**src/rtl/store_buffer.sv**
```systemverilog
// Posted-store queue between the store packager and the L1 D-cache write port.
// Holds up to DEPTH word-aligned stores in order and drains them with a req/ack handshake.
module store_buffer #(
  parameter int DATA_WIDTH = 32,
  parameter int DEPTH      = 4
) (
  input  logic                      clk,
  input  logic                      rstn,
  input  logic                      st_valid,
  output logic                      st_ready,
  input  logic [DATA_WIDTH-1:0]     st_addr,
  input  logic [DATA_WIDTH-1:0]     st_data,
  input  logic [DATA_WIDTH/8-1:0]   st_mask,
  output logic                      mem_req,
  output logic [DATA_WIDTH-1:0]     mem_addr,
  output logic [DATA_WIDTH-1:0]     mem_wdata,
  output logic [DATA_WIDTH/8-1:0]   mem_wmask,
  input  logic                      mem_ack,
  input  logic [DATA_WIDTH-1:0]     ld_addr,
  output logic                      ld_hazard,
  output logic                      empty,
  output logic [$clog2(DEPTH):0]    count
);

  localparam int PTR_W  = $clog2(DEPTH);
  localparam int CNT_W  = PTR_W + 1;
  localparam int MASK_W = DATA_WIDTH / 8;

  typedef enum logic {IDLE, REQ} state_t;

  state_t                  state;
  logic [DATA_WIDTH-1:0]   addr_q [DEPTH];
  logic [DATA_WIDTH-1:0]   data_q [DEPTH];
  logic [MASK_W-1:0]       mask_q [DEPTH];
  logic [PTR_W-1:0]        head;
  logic [PTR_W-1:0]        tail;
  logic [PTR_W-1:0]        head_nxt;
  logic                    push;
  logic                    pop;
  logic                    unused_addr_bits;

  function automatic logic [DATA_WIDTH-1:0] word_align(input logic [DATA_WIDTH-1:0] a);
    return {a[DATA_WIDTH-1:2], 2'b00};
  endfunction

  assign st_ready = (count != CNT_W'(DEPTH));
  assign empty    = (count == '0);
  assign head_nxt = head + PTR_W'(1);
  // Zero-mask stores complete the handshake but are dropped here.
  assign push     = st_valid && st_ready && (st_mask != '0);
  assign pop      = (state == REQ) && mem_ack;
  assign unused_addr_bits = ^{st_addr[1:0], ld_addr[1:0]};

  always_ff @(posedge clk) begin
    if (push) begin
      addr_q[tail] <= word_align(st_addr);
      data_q[tail] <= st_data;
      mask_q[tail] <= st_mask;
    end
  end

  always_ff @(posedge clk or negedge rstn) begin
    if (!rstn) begin
      head  <= '0;
      tail  <= '0;
      count <= '0;
    end else begin
      if (push) tail <= tail + PTR_W'(1);
      if (pop)  head <= head_nxt;
      case ({push, pop})
        2'b10:   count <= count + CNT_W'(1);
        2'b01:   count <= count - CNT_W'(1);
        default: count <= count;
      endcase
    end
  end

  always_ff @(posedge clk or negedge rstn) begin
    if (!rstn) begin
      state     <= IDLE;
      mem_req   <= 1'b0;
      mem_addr  <= '0;
      mem_wdata <= '0;
      mem_wmask <= '0;
    end else begin
      case (state)
        IDLE: begin
          if (count != '0) begin
            mem_req   <= 1'b1;
            mem_addr  <= addr_q[head];
            mem_wdata <= data_q[head];
            mem_wmask <= mask_q[head];
            state     <= REQ;
          end
        end
        REQ: begin
          if (mem_ack) begin
            if (count > CNT_W'(1)) begin
              mem_addr  <= addr_q[head_nxt];
              mem_wdata <= data_q[head_nxt];
              mem_wmask <= mask_q[head_nxt];
            end else if (push) begin
              // The store arriving with the last ack becomes the next head directly.
              mem_addr  <= word_align(st_addr);
              mem_wdata <= st_data;
              mem_wmask <= st_mask;
            end else begin
              mem_req   <= 1'b0;
              mem_wmask <= '0;
              state     <= IDLE;
            end
          end
        end
        default: state <= IDLE;
      endcase
    end
  end

  always_comb begin
    logic [PTR_W-1:0] rel;
    ld_hazard = 1'b0;
    rel       = '0;
    for (int i = 0; i < DEPTH; i++) begin
      rel = PTR_W'(i) - head;
      if ((CNT_W'(rel) < count) &&
          (addr_q[i][DATA_WIDTH-1:2] == ld_addr[DATA_WIDTH-1:2]))
        ld_hazard = 1'b1;
    end
  end

endmodule

```
**config.mk**
```make
export PLATFORM = sky130hd
export DESIGN_NAME = store_buffer
export DESIGN_NICKNAME = d
export VERILOG_FILES = /design/src/rtl/store_buffer.sv
export SDC_FILE = /design/constraint.sdc
export NUM_CORES = 1
export LEC_CHECK = 0
export BUFFER_PORTS_ARGS = -buffer_cell sky130_fd_sc_hd__buf_4
export CORE_MARGIN = 2
export CORE_UTILIZATION = 55
export CTS_CLUSTER_SIZE = 40
export DETAILED_ROUTE_END_ITERATION = 10
export PLACE_DENSITY = 0.75
export SLEW_MARGIN = 20
export SYNTH_ARGS = -nofsm -noshare
export SYNTH_HDL_FRONTEND = slang
export SYNTH_SLANG_ARGS = --single-unit
```
**constraint.sdc**
```tcl
create_clock -name clk -period 7.4 [get_ports clk]
set_input_delay 1.48 -clock clk [delete_from_list [all_inputs] [get_ports clk]]
set_output_delay 1.48 -clock clk [all_outputs]
set_load 0.01 [all_outputs]
```
# [Word-level counts from Yosys, hierarchy flattened]
# Memory sizes are Yosys's and may differ from the RTL's.
# Index checks and enable logic that the tools add are counted.
[totals] regBits=77 ramBits=264 mem_count=3
[op_classes] addsub=8 magnitude_cmp=5 n_eq_ne=12 muxes=31 bitwise_logic=1 n_reduce_logical=14
[mem_list] memory="data_q" words=4 width=32 rd=2 rd_ports_with_merged_regs=0 wr=1 line="33" text="logic [DATA_WIDTH-1:0] data_q [DEPTH];"
[mem_list] memory="addr_q" words=4 width=30 rd=6 rd_ports_with_merged_regs=0 wr=1 line="32" text="logic [DATA_WIDTH-1:0] addr_q [DEPTH];"
[mem_list] memory="mask_q" words=4 width=4 rd=2 rd_ports_with_merged_regs=0 wr=1 line="34" text="logic [MASK_W-1:0] mask_q [DEPTH];"
[op_table] operator="32-bit 2-to-1 mux" count=8
[op_table] operator="32-bit case mux with 2 select lines" count=2
[op_table] operator="30-bit equality test" count=4
[op_table] operator="4-bit 2-to-1 mux" count=4
[op_table] operator="1-bit 2-to-1 mux" count=13
[op_table] operator="2-bit by 3-bit less-than comparator with 1-bit output" count=4
[op_table] operator="2-bit inequality test (second input constant)" count=4
[op_table] operator="4-bit case mux with 2 select lines" count=1
[op_table] operator="1-bit logical AND" count=7
[op_table] operator="3-bit case mux with 2 select lines" count=1
[op_table] operator="2-bit by 1-bit adder with 2-bit output (second input constant)" count=2
[op_table] operator="1-bit case mux with 2 select lines" count=2
[op_table] operator="4-bit AND reduction" count=1
[op_table] operator="4-bit nonzero test" count=1
[op_table] operator="1-bit by 2-bit subtractor with 2-bit output (first input constant)" count=2
[op_table] operator="2-bit subtractor (first input constant)" count=2
[op_table] operator="3-bit by 1-bit adder with 3-bit output (second input constant)" count=1
[op_table] operator="3-bit by 1-bit > comparator with 1-bit output (second input constant)" count=1
[op_table] operator="3-bit logical NOT" count=1
[op_table] operator="3-bit by 1-bit inequality test with 1-bit output (second input constant)" count=1
[op_table] operator="3-bit inequality test (second input constant)" count=1
[op_table] operator="3-bit AND reduction" count=1
[op_table] operator="3-bit nonzero test" count=1
[op_table] operator="3-bit by 1-bit subtractor with 3-bit output (second input constant)" count=1
[op_table] operator="other kinds (5)" count=5

# [Logic depth before layout (Yosys ltp)]
[depth] ltp_word=7 depth_mapped=10

# [Worst setup path after synthesis]
# No wires, ideal clock.
[synth_path] kind="input -> output" startpoint="input ld_addr[6]" endpoint="output ld_hazard" t_arrival_ns=2.789 required_ns=5.920 path_slack_ns=3.131 path_stages=6 path_buffers=1 path_cell_list="clkbuf_1 xor2_1 nor4_1 nand4_1 or4_1 nand4_1"
[synth_via] elab_chain_len=6 word_cells_on_any_way=12 classes_between="eq/ne (4); mux (4); reduce/logical (4)"
[synth_rtl] element="start: declaration" line="19" text="input logic [DATA_WIDTH-1:0] ld_addr,"
[synth_rtl] element="30-bit equality test" line="126" text="(addr_q[i][DATA_WIDTH-1:2] == ld_addr[DATA_WIDTH-1:2]))"
[synth_rtl] element="1-bit logical AND" line="125" text="if ((CNT_W'(rel) < count) &&"
[synth_rtl] element="1-bit 2-to-1 mux (3 in series)" line="125"
[synth_rtl] element="1-bit 2-to-1 mux (*)" line="125"
[synth_rtl] element="end: declaration" line="20" text="output logic ld_hazard,"
# Every way passes the cells marked *; elsewhere a longest branch is shown, timed or not.

# [Worst setup path after layout]
[layout_path] startpoint="register head[1]" endpoint="output ld_hazard"
[layout_via] elab_chain_len=7 word_cells_on_any_way=16 classes_between="add/sub (4); order compare (4); mux (4); reduce/logical (4)"
[layout_rtl] element="start: declaration" line="35" text="logic [PTR_W-1:0] head;"
[layout_rtl] element="start signal: assignment" line="69" text="if (pop) head <= head_nxt;"
[layout_rtl] element="1-bit by 2-bit subtractor with 2-bit output" line="124" text="rel = PTR_W'(i) - head;"
[layout_rtl] element="2-bit by 3-bit less-than comparator with 1-bit output" line="125"
[layout_rtl] element="1-bit logical AND" line="125"
[layout_rtl] element="1-bit 2-to-1 mux (3 in series)" line="125"
[layout_rtl] element="1-bit 2-to-1 mux (*)" line="125"
# Marks and branches as above.

==> results_dict.tcl <==
set metrics [dict create \
    crit_type "reg2out" \
    fin_util_pct 64.72 \
    fin_crit_ns 4.802 \
    cts_buffers 37 \
    yosysUniqueCellTypes 37 \
    place.gp.congestion 0.8804 \
    timing.max_cap.violations 0 \
    slowest_delay_ns 0.92 \
    grt_pass1_vias 10760 \
    setup_slack_ns 2.598 \
    grt_max_degree 91 \
    netlist.area_leader.share_pct 46.90 \
    first_iter_violations 872 \
    hold_buffers 0 \
    drc_errors 0 \
    cts-root-buf "clkbuf_16" \
    ys.flop_type "edfxtp_1" \
    cp_cell_sequence "xnor2_1 > inv_1 > ha_1 > a2111oi_0 > nand4_1 > nand4_1 > buf_4" \
    synth_common_cells "edfxtp_1, nand2_1, mux4_2" \
    path_common_cell "nand4_1" \
    routed_wl_mm 41.60 \
    slew_headroom_pct 30.85 \
    min_path_type "reg2reg" \
    fmax_mhz 208.2 \
    syn-cell-area_um2 16900 \
    cp.required_ns 5.92 \
    fin_worst_skew_ns 0.01095 \
    path_delay_family "flip-flops" \
    post_cts_buffers 0 \
    syn_inst 1123 \
    crit_path_end_kind "output pin" \
    antenna_found_initial 3 \
    clk_pin_slew_ns 0.06 \
    arrival_ns 3.32 \
    dpl_worst_slack_ns 2.741 \
    cts.sink_count 339 \
    insertion_delay_ns 0.51 \
    crit_path_start_kind "flip-flop" \
    worstMarginPinSlew_ns 1.037 \
    die_area_um2 32150 \
    ir_drop_mv 0.2494 \
    hold_viol 0 \
    ios 179 \
    fp.coreArea_um2 30430 \
    crit_fanout 51 \
    vias 10450 \
    whs_ns 0.5509 \
    cp_slowest_cell "dfrtp_4" \
    area_growth_pct 16.51 \
    ys_seq_elements 339 \
    critPathBufInv 2 \
    syn_avg_cell_area_um2 15.05 \
    port_buffers 172 \
    fin_nets 1375 \
    postRouteAntennaNets 0 \
    slew_violations 0 \
    async_flop_share_pct 22.12 \
    grt_pass1_wl_mm 62.93 \
    yosys_warnings 0 \
    total_power_uw 8271 \
    vias_per_cell 6.205 \
    fp.dieW_um 179.3 \
    ys_seq_area_share_pct 58.01 \
    wire_per_inst_um 24.70 \
    clock_path_buffers 3 \
    post-route-period-util_pct 64.89 \
    status "complete, no violations" \
    grt_overflow 0 \
    dr.pass1.iters 4 \
    powerDensity_nw_per_um2 420.0 \
    synth_edf_count 264 \
    cts_resized 0 \
    std_cell_rows 64 \
    fp.dieH_um 179.3 \
    p_leak_uw 0.006987 \
    setup_tns_ns 0 \
    yosys.area.top_type "edfxtp_1" \
    htree_num_levels 2 \
    yosys-top-cells-area "edfxtp_1, mux4_2, dfrtp_1" \
    initial_utilization_pct 55.55 \
    grtUsageTotal_pct 26.64 \
    cts_tree "done" \
    finalSetupViolCount 0 \
    synthMostInstantiatedCell "edfxtp_1" \
    drive_gt1_share_pct 34.97 \
    rsz0062_at_grt "false" \
    dpl.hpwl_mm 26.08 \
]
## layout make-up
type	instances	area [um^2]
tap	396	495.5
clock buffer	46	1032
inverter	13	48.80
fill	2167	10740
sequential	339	9813
timing repair buffer	186	1409
multi-input combinational	681	6633
clock inverter	22	260.3
antenna	1	2.502
## cell usage in the layout, fill, tap and decap left out, types with 13 or more instances in the layout
| master | netlist | routed |
|---|---|---|
| a31oi_1 | 67 | 67 |
| buf_4 | 6 | 185 |
| clkbuf_16 | 0 | 39 |
| dfrtp_1 | 75 | 72 |
| edfxtp_1 | 264 | 264 |
| ha_1 | 13 | 13 |
| mux2_2 | 62 | 62 |
| mux4_2 | 132 | 132 |
| nand2_1 | 137 | 137 |
| nand4_1 | 25 | 25 |
| nor2_1 | 69 | 69 |
| xnor2_1 | 95 | 95 |
| xor2_1 | 32 | 32 |
## per-stage QoR
| step | std cells | cell area [um^2] |
|---|---|---|
| after floorplan | 1124 | 16910 |
| after global placement | 1615 | 18400 |
| after detailed placement | 1615 | 18400 |
| after CTS | 1683 | 19690 |
| after global routing | 1683 | 19690 |
| final | 1684 | 19690 |
## path summary, 6_finish.rpt
path                                          startpoint                        to  slack (ns)  cells after the start
min in group asynchronous                           rstn  mem_addr[16]$_DFFE_PN0P_        0.98                      1
worst max register to register           state$_DFF_PN0_  mem_addr[12]$_DFFE_PN0P_        3.94                      7
worst min-delay path            mem_addr[10]$_DFFE_PN0P_  mem_addr[10]$_DFFE_PN0P_        0.55                      2
worst max-delay path                 head[1]$_DFFE_PN0P_                 ld_hazard        2.60                      7
worst min register to register  mem_addr[10]$_DFFE_PN0P_  mem_addr[10]$_DFFE_PN0P_        0.55                      2
max in group asynchronous                           rstn       head[0]$_DFFE_PN0P_        5.23                      2
## sequential cells by signal (all words and copies together) (netlist names)
name and cells:
addr_q 120, mask_q 16, mem_addr 30, mem_req 1, data_q 128, tail 2
count 3, state 1, mem_wdata 32, mem_wmask 4, head 2
## worst register-to-register path, delay by kind of cell, from the launching register on
| family | cells | cell delay (ns) |
|---|---|---|
| AOI/OAI and AO/OA | 3 | 1.25 |
| buffers and inverters | 3 | 1.55 |
| DFF | 1 | 0.41 |
| and+or+nand+nor | 1 | 0.16 |
## kinds of logic (layout without fill, tap and decap cells)
logic type | Yosys count | after routing | synth area share [%]
AO/OA/AOI/OAI | 91 | 91 | 3.524
XOR/XNOR | 127 | 127 | 6.581
adder cells (fa/ha/maj) | 13 | 13 | 0.9623
buffers and inverters | 104 | 267 | 2.857
flip-flops | 339 | 339 | 58.01
other | 1 | 3 | 0.02219
multiplexers | 195 | 195 | 21.78
AND/OR/NAND/NOR | 253 | 253 | 6.270
## where the power goes
group	leakage [uW]	switching (uW)	internal, uW	total [uW]
Clock	0.000639	739	1200	1940
Sequential	0.00325	392	2590	2980
Combinational	0.00310	1650	1700	3350
Total	0.00699	2780	5490	8270
## routing by layer
metal,track usage (%),share of wire (%),vias up
met5,0,0.082,-
met4,10.11,3.8,4
met3,6.107,8.5,82
met2,44.51,49,416
met1,34.25,38,5365
li1,-,-,4582
Power figures use the tool's default switching activity.
